`src/rtl/evu_counter_bank.sv`:
```
// Performance-event counter bank.
// NUM_CNT counters, each with its own event select, counting mode, enable,
// overflow flag and interrupt enable. Software reaches everything through a
// single-cycle register port.
// Ports:
//   clk_i, rst_ni      clock, asynchronous active-low reset
//   event_i            packed per-event increments, event e at [e*INC_W +: INC_W]
//   inhibit_i          global count inhibit (debug mode)
//   cfg_req_i/we_i     register access valid / write strobe
//   cfg_addr_i         register index
//   cfg_wdata_i        write data
//   cfg_rdata_o        read data, combinational from current state
//   irq_o              overflow interrupt, registered
module evu_counter_bank #(
  parameter int unsigned NUM_CNT    = 4,
  parameter int unsigned NUM_EVENTS = 16,
  parameter int unsigned INC_W      = 2,
  parameter int unsigned CNT_W      = 64
) (
  input  logic                          clk_i,
  input  logic                          rst_ni,
  input  logic [NUM_EVENTS*INC_W-1:0]   event_i,
  input  logic                          inhibit_i,
  input  logic                          cfg_req_i,
  input  logic                          cfg_we_i,
  input  logic [5:0]                    cfg_addr_i,
  input  logic [63:0]                   cfg_wdata_i,
  output logic [63:0]                   cfg_rdata_o,
  output logic                          irq_o
);

  localparam int unsigned SEL_W  = 8;
  localparam int unsigned ADDR_W = 6;
  localparam int unsigned SUM_W  = CNT_W + 1;

  // Architectural state
  logic [SEL_W-1:0]   sel_q   [NUM_CNT];
  logic [CNT_W-1:0]   cnt_q   [NUM_CNT];
  logic [NUM_CNT-1:0] en_q, mode_q, irq_en_q, ovf_q;
  logic               freeze_q;
  logic               irq_q;

  // Next-state values
  logic [SEL_W-1:0]   sel_d   [NUM_CNT];
  logic [CNT_W-1:0]   cnt_d   [NUM_CNT];
  logic [NUM_CNT-1:0] en_d, mode_d, irq_en_d, ovf_d, ovf_set, ovf_clr;
  logic               freeze_d;
  logic               irq_d;

  // Per-counter datapath intermediates
  logic [INC_W-1:0]   ev_k    [NUM_CNT];
  logic [INC_W-1:0]   inc_k   [NUM_CNT];
  logic [SUM_W-1:0]   sum_k   [NUM_CNT];
  logic               wr;

  // Increment selection, counter update and register writes
  always_comb begin
    sel_d    = sel_q;
    cnt_d    = cnt_q;
    en_d     = en_q;
    mode_d   = mode_q;
    irq_en_d = irq_en_q;
    freeze_d = freeze_q;
    ovf_set  = '0;
    ovf_clr  = '0;
    ev_k     = '{default: '0};
    inc_k    = '{default: '0};
    sum_k    = '{default: '0};
    wr       = cfg_req_i & cfg_we_i;

    if (wr && cfg_addr_i == ADDR_W'(0)) freeze_d = cfg_wdata_i[0];
    if (wr && cfg_addr_i == ADDR_W'(1)) ovf_clr  = cfg_wdata_i[NUM_CNT-1:0];

    for (int unsigned k = 0; k < NUM_CNT; k++) begin
      // Explicit mux so out-of-range selects resolve to zero
      for (int unsigned e = 0; e < NUM_EVENTS; e++) begin
        if (sel_q[k] == SEL_W'(e)) ev_k[k] = event_i[e*INC_W +: INC_W];
      end
      if (en_q[k] && !freeze_q && !inhibit_i && (32'(sel_q[k]) < NUM_EVENTS)) begin
        inc_k[k] = mode_q[k] ? INC_W'(ev_k[k] != '0) : ev_k[k];
      end
      sum_k[k] = {1'b0, cnt_q[k]} + SUM_W'(inc_k[k]);

      // A software write to the counter discards this cycle's increment
      if (wr && cfg_addr_i == ADDR_W'(3 + 2*k)) begin
        cnt_d[k] = cfg_wdata_i[CNT_W-1:0];
      end else begin
        cnt_d[k]   = sum_k[k][CNT_W-1:0];
        ovf_set[k] = sum_k[k][CNT_W];
      end

      if (wr && cfg_addr_i == ADDR_W'(2 + 2*k)) begin
        sel_d[k]    = cfg_wdata_i[7:0];
        en_d[k]     = cfg_wdata_i[8];
        mode_d[k]   = cfg_wdata_i[9];
        irq_en_d[k] = cfg_wdata_i[10];
      end
    end

    // New overflow takes priority over a same-cycle clear
    ovf_d = (ovf_q & ~ovf_clr) | ovf_set;
    irq_d = |(ovf_d & irq_en_d);
  end

  // State registers
  always_ff @(posedge clk_i or negedge rst_ni) begin
    if (!rst_ni) begin
      for (int unsigned k = 0; k < NUM_CNT; k++) begin
        sel_q[k] <= '0;
        cnt_q[k] <= '0;
      end
      en_q     <= '0;
      mode_q   <= '0;
      irq_en_q <= '0;
      ovf_q    <= '0;
      freeze_q <= 1'b0;
      irq_q    <= 1'b0;
    end else begin
      for (int unsigned k = 0; k < NUM_CNT; k++) begin
        sel_q[k] <= sel_d[k];
        cnt_q[k] <= cnt_d[k];
      end
      en_q     <= en_d;
      mode_q   <= mode_d;
      irq_en_q <= irq_en_d;
      ovf_q    <= ovf_d;
      freeze_q <= freeze_d;
      irq_q    <= irq_d;
    end
  end

  assign irq_o = irq_q;

  // Read mux; idle port and unmapped addresses read zero
  always_comb begin
    cfg_rdata_o = '0;
    if (cfg_req_i) begin
      if (cfg_addr_i == ADDR_W'(0)) cfg_rdata_o[0] = freeze_q;
      if (cfg_addr_i == ADDR_W'(1)) cfg_rdata_o[NUM_CNT-1:0] = ovf_q;
      for (int unsigned k = 0; k < NUM_CNT; k++) begin
        if (cfg_addr_i == ADDR_W'(2 + 2*k)) begin
          cfg_rdata_o[7:0] = sel_q[k];
          cfg_rdata_o[8]   = en_q[k];
          cfg_rdata_o[9]   = mode_q[k];
          cfg_rdata_o[10]  = irq_en_q[k];
        end
        if (cfg_addr_i == ADDR_W'(3 + 2*k)) cfg_rdata_o[CNT_W-1:0] = cnt_q[k];
      end
    end
  end

endmodule
```
`config.mk`:
```
export PLATFORM = sky130hd
export DESIGN_NAME = evu_counter_bank
export DESIGN_NICKNAME = d
export VERILOG_FILES = /design/src/rtl/evu_counter_bank.sv
export SDC_FILE = /design/constraint.sdc
export NUM_CORES = 1
export LEC_CHECK = 0
export CORE_MARGIN = 5
export CORE_UTILIZATION = 40
export CTS_BUF_LIST = sky130_fd_sc_hd__clkbuf_16
export CTS_CLUSTER_SIZE = 12
export DETAILED_ROUTE_END_ITERATION = 12
export HOLD_SLACK_MARGIN = 0.05
export PLACE_DENSITY = 0.62
export SYNTH_ARGS = -nofsm -noshare
export SYNTH_HDL_FRONTEND = slang
export SYNTH_SLANG_ARGS = --single-unit
```
`constraint.sdc`:
```
create_clock -name clk_i -period 4.13 [get_ports clk_i]
set_input_delay 1.239 -clock clk_i [delete_from_list [all_inputs] [get_ports clk_i]]
set_output_delay 1.239 -clock clk_i [all_outputs]
set_load 0.03 [all_outputs]
```
---- Word level (Yosys, flattened, before mapping) ----
Cells that the tools add are included.
word-level totals
  register bits ........................... 306
  input port bits ......................... 107
  output and inout bits ................... 65
  logic and storage cells ................. 232
operators by class
  add/subtract/negate cells ............... 4
  order comparisons ....................... 4
  equality and inequality tests ........... 69
  muxes and demuxes ....................... 96
  bitwise operators ....................... 5
  reduce and logical (&&, ||, !) cells .... 34
operators by type and width
  cell                  count
  $mux W64              9
  $add A64 B2 Y65       4
  $eq A8 B4 Y1 const B  32
  $mux W2               72
  $eq A8 B3 Y1 const B  16
  $eq A8 B2 Y1 const B  8
  $mux W11              4
  $eq A8 B1 Y1 const B  4
  $logic_not A8 Y1      4
  $lt A8 B5 Y1 const B  4
  $eq A6 B3 Y1 const B  4
  $logic_and A1 B1 Y1   22
  $eq A6 B2 Y1 const B  2
  $eq A6 B4 Y1 const B  2
  $mux W1               9
  $and A4 B4 Y4         2
  $mux W4               2
  $reduce_bool A2 Y1    4
  $eq A6 B1 Y1 const B  1
  $logic_not A6 Y1      1
  $not A4 Y4            1
  $or A4 B4 Y4          1
  $reduce_or A4 Y1      1
  $logic_not A1 Y1      2
  $and A1 B1 Y1         1

---- Logic depth before layout (Yosys ltp) ----
Gate-level depths: netlist (run 1).
  depth in word-level cells ............... 25
  mapped depth ............................ 18
  gate-level depth less buffers ........... 15

---- Worst setup path before layout (run 1) ----
OpenSTA, ideal clock, no wires.
  kind .................................... input port to output port
  from .................................... input port cfg_addr_i[2]
  to ...................................... output port cfg_rdata_o[0]
  arrival ................................. 3.483 ns
  required time ........................... 2.891 ns
  setup slack ............................. -0.592 ns
  stages .................................. 5
  buffers on the path ..................... 1
  cell sequence ........................... or4b_2 nor2_1 clkbuf_1 a222oi_1 a21boi_0
on the way
  longest elaborated chain between the ends .. 12
  elaborated cells between the ends (all ways) .. 21
  classes of those cells .................. 9 x eq/ne; 11 x mux; 1 x reduce/logical
ends and longest elaborated chain
  element             RTL line  text
  start: declaration  26        input logic [5:0] cfg_addr_i,
  $logic_not A6 Y1    138       if (cfg_addr_i == ADDR_W'(0)) cfg_rdata_o[0] = freeze_q;
  $mux W1             138
  $mux W4             139       if (cfg_addr_i == ADDR_W'(1)) cfg_rdata_o[NUM_CNT-1:0] = ovf_q;
  $mux W11            141       if (cfg_addr_i == ADDR_W'(2 + 2*k)) begin
  $mux W64            147       if (cfg_addr_i == ADDR_W'(3 + 2*k)) cfg_rdata_o[CNT_W-1:0] = cnt_q[k];
  $mux W11            141
  $mux W64            147
  $mux W11            141
  $mux W64            147
  $mux W11            141
  $mux W64 *          147
  $mux W64 *          137       if (cfg_req_i) begin
  end: declaration    28        output logic [63:0] cfg_rdata_o,
Mark *: on every way between the ends. The rest lies on a longest branch, timed or not.

==> results of run 1 <==
==> logic make-up (layout without fill, tap and decap cells) <==
family / after synthesis / count (layout) / synth area share
xor+xnor: 247 / 247 / 0.108
mux: 85 / 85 / 0.0528
buf+inv: 215 / 586 / 0.0411
simple gates: 939 / 939 / 0.230
flops: 306 / 306 / 0.383
fa+ha+maj: 12 / 12 / 0.00900
compound gates: 574 / 574 / 0.176
==> area by class of cell <==
| cell class | count | area [um2] |
|---|---|---|
| repair buffers | 456 | 5350 |
| fillers | 4338 | 21500 |
| well taps | 672 | 841 |
| clock inverters | 26 | 116 |
| inverters | 65 | 244 |
| flip-flops and latches | 306 | 7660 |
| clock buffers | 39 | 976 |
| multi-input cells | 1857 | 13100 |
==> timing repair <==
action | CTS | global route
setup endpoints to repair | 233 | 225
pin swaps | 150 | 145
gates resized for setup | 284 | 160
cloned | 19 | 4
setup buffers | 37 | 23
==> flip-flops by register name, indices dropped and copies added, names as in the netlist <==
| name | cells |
|---|---|
| irq_o | 1 |
| freeze_q | 1 |
| mode_q | 4 |
| irq_en_q | 4 |
| sel_q | 32 |
| ovf_q | 4 |
| cnt_q | 256 |
| en_q | 4 |
==> placed cells by master, fill, tap and decap left out, types with 15 or more instances in the layout <==
cell type / synthesis / final
nor4_1: 35 / 19
a22oi_2: 0 / 75
dfrtp_1: 306 / 306
buf_12: 0 / 94
nor3_1: 81 / 47
o21ai_1: 12 / 48
mux2_2: 45 / 44
xnor2_1: 175 / 171
nand4_1: 84 / 84
buf_4: 0 / 188
nand2_1: 354 / 343
inv_1: 65 / 71
a22oi_1: 124 / 49
buf_6: 1 / 51
clkbuf_16: 0 / 43
mux2i_1: 28 / 28
nand3_1: 87 / 81
a21boi_2: 0 / 54
xor2_1: 72 / 72
a21oi_1: 60 / 57
clkdlybuf4s50_1: 0 / 66
o21ai_0: 252 / 209
nor2_1: 153 / 129
nor3_4: 2 / 27
and3_1: 35 / 31
nor4_4: 0 / 15
==> stage by stage <==
| stage | std cells | total power, mW | worst slack [ns] |
|---|---|---|---|
| 2_1_floorplan | 2378 | 4.36 | -0.324 |
| 3_3_place_gp | 3285 | 4.99 | -1.01 |
| 3_5_place_dp | 3285 | 5.03 | -1.02 |
| 4_1_cts | 3406 | 8.18 | -0.364 |
| 5_1_grt | 3421 | 8.50 | -0.554 |
| 6_report | 3421 | 8.20 | -0.450 |
==> power groups by stage <==
stage / Clock, mW / Sequential [mW] / Combinational [mW]
3_5_place_dp: 0 / 3.81 / 1.23
3_3_place_gp: 0 / 3.79 / 1.20
4_1_cts: 3.11 / 3.78 / 1.29
5_1_grt: 3.22 / 3.84 / 1.44
6_report: 3.07 / 3.80 / 1.32
2_1_floorplan: 0 / 3.64 / 0.722
==> worst register-to-register path, cell delays in order, from the launching register on <==
cell and delay (ns):
dfrtp_1 0.39, or4_4 0.58, or4b_4 0.54, buf_4 0.15
o31a_1 0.33, o22ai_2 0.19, ha_2 0.22, inv_2 0.05
fa_2 0.36, nand3b_1 0.25, nor3_2 0.19, buf_4 0.15
nand4_1 0.20, buf_6 0.24, buf_4 0.17, nor3_4 0.18
xnor2_1 0.17, o21ai_1 0.09
==> worst paths after layout <==
check                           from         end  slack [ns]  depth (start not counted)
min                        sel_q[22]   sel_q[22]        0.54                          1
min in group asynchronous     rst_ni  cnt_q[184]        0.73                          1
max                        sel_q[13]  cnt_q[100]       -0.45                         17
min reg2reg                sel_q[22]   sel_q[22]        0.54                          1
max in group asynchronous     rst_ni   cnt_q[28]        2.44                          2
max reg2reg                sel_q[13]  cnt_q[100]       -0.45                         17
==> per-layer routing <==
metal	vias to the layer above	routed length [um]
met5	-	0
met4	0	3140
met3	188	4780
met2	839	37600
met1	10100	33100
li1	9208	-
==> impl_results.md, run 1 <==
* DRC viols at 0
* Average footprint of a synthesized cell at between 8 and 9 um2
* Synth top cells by count: nand2_1 (354), dfrtp_1 (306), o21ai_0 (252)
* Crit path cell chain: or4_4 -> or4b_4 -> buf_4 -> o31a_1 -> o22ai_2 -> ha_2 -> inv_2 -> fa_2 -> nand3b_1 -> nor3_2 -> buf_4 -> nand4_1 -> buf_6 -> buf_4 -> nor3_4 -> xnor2_1 -> o21ai_1
* Number of synthesized flops with an enable pin at 0
* Hold_buf cts at 0
* # setup viols final at about 110
* Violations in the final reports: negative setup slack
* Layout area overhead at 41.6%
* Reg clk slew, reported paths at approximately 0.06 ns
* Slew headroom at 0.187
* Final nets at 2842
* Sequential area share after synthesis at 0.383
* Synth warnings at 0
* Slowest stage delay, CP at 0.58 ns
* Port bufs at about 170
* Final Critical Period at approximately 4.6 ns
* Mapped Area at roughly 20000 um2
* Initial Util at 0.401
* Vias at between 20000 and 25000
* Status: finished, violations left
* Net Sw Frac at 0.309
* Cell taking the most area after synthesis: dfrtp_1
* Max-cap violation count at 0
* GP Congestion at between 0.9 and 1
* CP endpoint kind: flop
* Slowest cell on crit path: or4_4
* Async SR Flop Fraction at 1.00
* DP Wirelength at around 54000 um
* Crit path max fanout at 6
* Die Y at about 230 um
* Final hold vios at 0
* Vias per inst at 5.94
* Seq cells post-synth at 306
* Synth Net Count at about 2500
* Required time worst endpoint at approximately 4.6 ns
* Synth Instances at ~2400
* Router iterations before antenna repair at 8
* Num CTS Buffers at 37
* Reg power frac at 0.464
* Startpoint Class: flop
* Placed Area at ~25000 um2
* Leakage power at 11.0 nW
* Buf/Inv on CP at 5
* Clock Latency Late Sink at 0.57 ns
* Top_reg_cell synth: dfrtp_1
* Post-route cell area at around 28000 um2
* Die area at roughly 55000 um2
* Delay-heaviest family, CP: simple AND/OR/NAND/NOR gates
* Antenna violations before repair at 0
* Core footprint at between 40000 and 50000 um2
* H-Tree Depth at 2
* Chip Width at around 230 um
* Vias in the first global route at just under 20000
* Final Slew Violations at 0
* Peak supply drop at roughly 230 uV
* Post-route ant nets at 0
* P_sw at ~2.5 mW
* Arrival @ worst endpoint at around 5 ns
* Clock power share at 0.375
* Top area cells in the synthesized netlist: dfrtp_1 (38%), xnor2_1 (7.7%), nand2_1 (6.6%)
* Worst hold margin at between 0.5 and 0.6 ns
* TritonCTS clock tree: done
* RSZ-0062 raised after global routing: true
* GRT Max-Usage Layer: met2
* Yosys cell types at 73
* Setup CP Type: reg2reg
* Root cell of the clock tree: clkbuf_16
* Most frequent cell after synthesis: nand2_1
* Drt total wl at slightly below 80000 um
* FP Rows at 82
* Worst Tran Pin Value at around 1.2 ns
* Fin Setup TNS at -17.14 ns
* Share of cells above drive strength 1 at 0.283
* GRT met3 Usage at 0.0289
* PnR worst setup slack at -0.450 ns
* Met1 usage at 0.380
* Internal Pwr Total at approximately 5.7 mW
* Final clock period utilization by the worst path at 1.11
* Clock sinks at 306
* ANT cells at 0
* Critical Path Most Common Cell: buf_4
* Cell Pwr Density at just under 300 nW/um2
* Fin util at 0.568
* Highest Clock Rate at 218 MHz
* HP Class: reg2reg
* IO Pins at 172
* Gr ovfl total at 0
* Pin count of the biggest net entering global routing at 107
* Iter 0 DRT Violations at around 1900
* Synth top area share at 0.383
* GRT Overall Usage at 0.277
* Routed WL per cell at ~23 um
* First-pass GRT wire length at between 100000 and 150000 um
* Comb pwr share at 0.162
* CTS Buffer Depth at 3
* Clock skew at between 0.02 and 0.025 ns
* Grt met2 use at 0.454
Note: power is estimated with default switching activity, not from simulation.
==> run 2: changes to the inputs <==
PLACE_DENSITY = 0.6   (was 0.62)
clock period = 4.96 ns   (was 4.13 ns; I/O delays follow)
==> run 2 against run 1 <==
The run still ends with negative setup slack left. Final cell count down 2.4%. Utilization down 4.1 points. Die area unchanged. Setup slack better by 0.44 ns. Register-to-register slack better by 0.80 ns. Total power down 16%. Critical endpoint is now cfg_rdata_o[0].
==> impl_results.md, run 2 (synthesis results as in run 1) <==
* Status: finished, violations left
* Violations in the final reports: negative setup slack
* Router iterations before antenna repair at 8
* ANT cells at 0
* Slew headroom at 0.251
* Post-route ant nets at 0
* Chip Width at 234 um
* Share of cells above drive strength 1 at 0.202
* Final clock period utilization by the worst path at 1.00
* Placed Area at 24300 um2
* Drt total wl at around 76000 um
* Clock skew at roughly 0.020 ns
* Final hold vios at 0
* Antenna violations before repair at 0
* Most frequent cells in the layout: nand2_1 (353), dfrtp_1 (306), o21ai_0 (235), xnor2_1 (175), buf_4 (171)
* CTS Buffer Depth at 3
* Crit path cell chain: clkdlybuf4s50_1 -> buf_4 -> nand2_2 -> nor2_4 -> buf_4 -> buf_4 -> a222oi_1 -> a21boi_2 -> buf_12
* Reg clk slew, reported paths at around 0.060 ns
* Most common library cell in the layout ignoring fill and taps: nand2_1
* Die Y at 234 um
* CP endpoint kind: output port
* GRT Overall Usage at 0.269
* Layout area overhead at 31.4%
* FP Rows at 82
* Routed WL per cell at 22.8 um
* Leakage power at between 9 and 10 nW
* Arrival @ worst endpoint at about 3.5 ns
* H-Tree Depth at 2
* Final Critical Period at about 5 ns
* Iter 0 DRT Violations at 1946
* Critical Path Most Common Cell: buf_4
* Initial Util at 0.401
* Buf/Inv on CP at 5
* IO Pins at between 150 and 200
* Clock sinks at slightly above 300
* Flop-to-flop setup slack at around 0.35 ns
* RR Startpoint: sel_q[13]
* Hold_buf cts at 0
* Final nets at 2758
* Setup CP Type: in2out
* Peak supply drop at 219 uV
* Dpl cells at about 3300
* Largest registers: cnt_q: 256 flops, sel_q: 32 flops
* Clock Latency Late Sink at approximately 0.57 ns
* Worst hold path cell count at 1
* Port bufs at about 170
* Design Power at ~6.9 mW
* Layout Cells excl Fill at 3339
* Worst Tran Pin Value at ~1.1 ns
* Slowest cell on crit path: a222oi_1
* Highest Clock Rate at just over 200 MHz
* Max-cap violation count at 0
* First-pass GRT wire length at approximately 120000 um
* R2R cell count at 17
* WHS Endpoint: sel_q[20]
* Worst reg2reg endpoint: cnt_q[112]
* GP Congestion at about 0.95
* Final Slew Violations at 0
* Required time worst endpoint at 3.47 ns
* Root cell of the clock tree: clkbuf_16
* Fin Setup TNS at -0.0119 ns
* Core footprint at roughly 50000 um2
* HP Class: reg2reg
* DP Wirelength at 53900 um
* Cell Pwr Density at approximately 260 nW/um2
* Crit path max fanout at 9
* DRC viols at 0
* Vias per inst at between 5 and 6
* Vias in the first global route at 19200
* Pin count of the biggest net entering global routing at about 110
* Gr ovfl total at 0
* TritonCTS clock tree: done
* Num CTS Buffers at 39
* Slowest stage delay, CP at around 0.51 ns
* Die area at 54600 um2
* Vias at between 15000 and 20000
* Startpoint Class: input pin
* # setup viols final at 1
* PnR worst setup slack at -0.0119 ns
* Post-route cell area at approximately 26000 um2
* Largest reg by FF count: cnt_q
* Largest register FFs at roughly 260
* Hold Startpoint: sel_q[20]
* Delay-heaviest family, CP: buffers and inverters
## run 2: repair_timing
item | in CTS | in global routing
gates resized for setup | 67 | 84
setup buffers | 11 | 7
gates cloned | 2 | 3
setup endpoints to repair | 114 | 116
pin swaps | 30 | 29
## run 2: worst register-to-register path, cell delays in order (launching register included)
cell and delay [ns]:
dfrtp_1 0.39, or4_1 0.64, or4b_4 0.56, buf_4 0.15, o31a_1 0.32, o22ai_2 0.20
ha_2 0.20, inv_1 0.05, fa_2 0.39, nand3b_1 0.22, nor3_2 0.18, buf_4 0.16
nand4_1 0.18, buf_6 0.23, buf_6 0.16, nor3_2 0.21, xnor2_1 0.15, o21ai_0 0.09
## run 2: where the power goes
group	total, mW	internal [mW]	switching [mW]
logic	0.998	0.499	0.499
clock network	2.74	1.59	1.15
registers	3.18	2.76	0.421
total	6.91	4.85	2.07
## run 2: worst max-delay path by stage
stage	endpoint	start	cells after the start	slack, ns
finish	cfg_rdata_o[0]	cfg_addr_i[1]	9	-0.01
global route	cnt_q[120]	event_i[14]	21	-0.03
CTS	cfg_rdata_o[62]	cfg_addr_i[3]	10	-0.009
detailed placement	cnt_q[190]	event_i[0]	18	-0.85
global placement	cnt_q[190]	event_i[0]	18	-0.76
floorplan	cnt_q[108]	inhibit_i	14	0.03
## run 2: final cells by class
type                            count  area (um2)
Multi-Input combinational cell   1857       12200
Sequential cell                   306        7660
Inverter                           65         244
Clock inverter                     28         174
Timing Repair Buffer              370        4110
Clock buffer                       41        1030
Tap cell                          672         841
Fill cell                        4633       23600
## run 2: through the flow
step | worst slack (ns) | util | hold slack, ns
CTS | -0.00910 | 0.520 | 0.537
global route | -0.0313 | 0.527 | 0.559
detailed placement | -0.852 | 0.488 | 0.522
finish | -0.0119 | 0.527 | 0.537
global placement | -0.762 | 0.488 | 0.509
floorplan | 0.0254 | - | 0.477
## run 2: metal layers
| layer | track usage | routed length [um] | vias up |
|---|---|---|---|
| met2 | 0.441 | 36400 | 767 |
| li1 | - | - | 9004 |
| met3 | 0.0397 | 5190 | 146 |
| met5 | 0 | 0 | - |
| met4 | 0.0916 | 2440 | 0 |
| met1 | 0.364 | 32100 | 9669 |
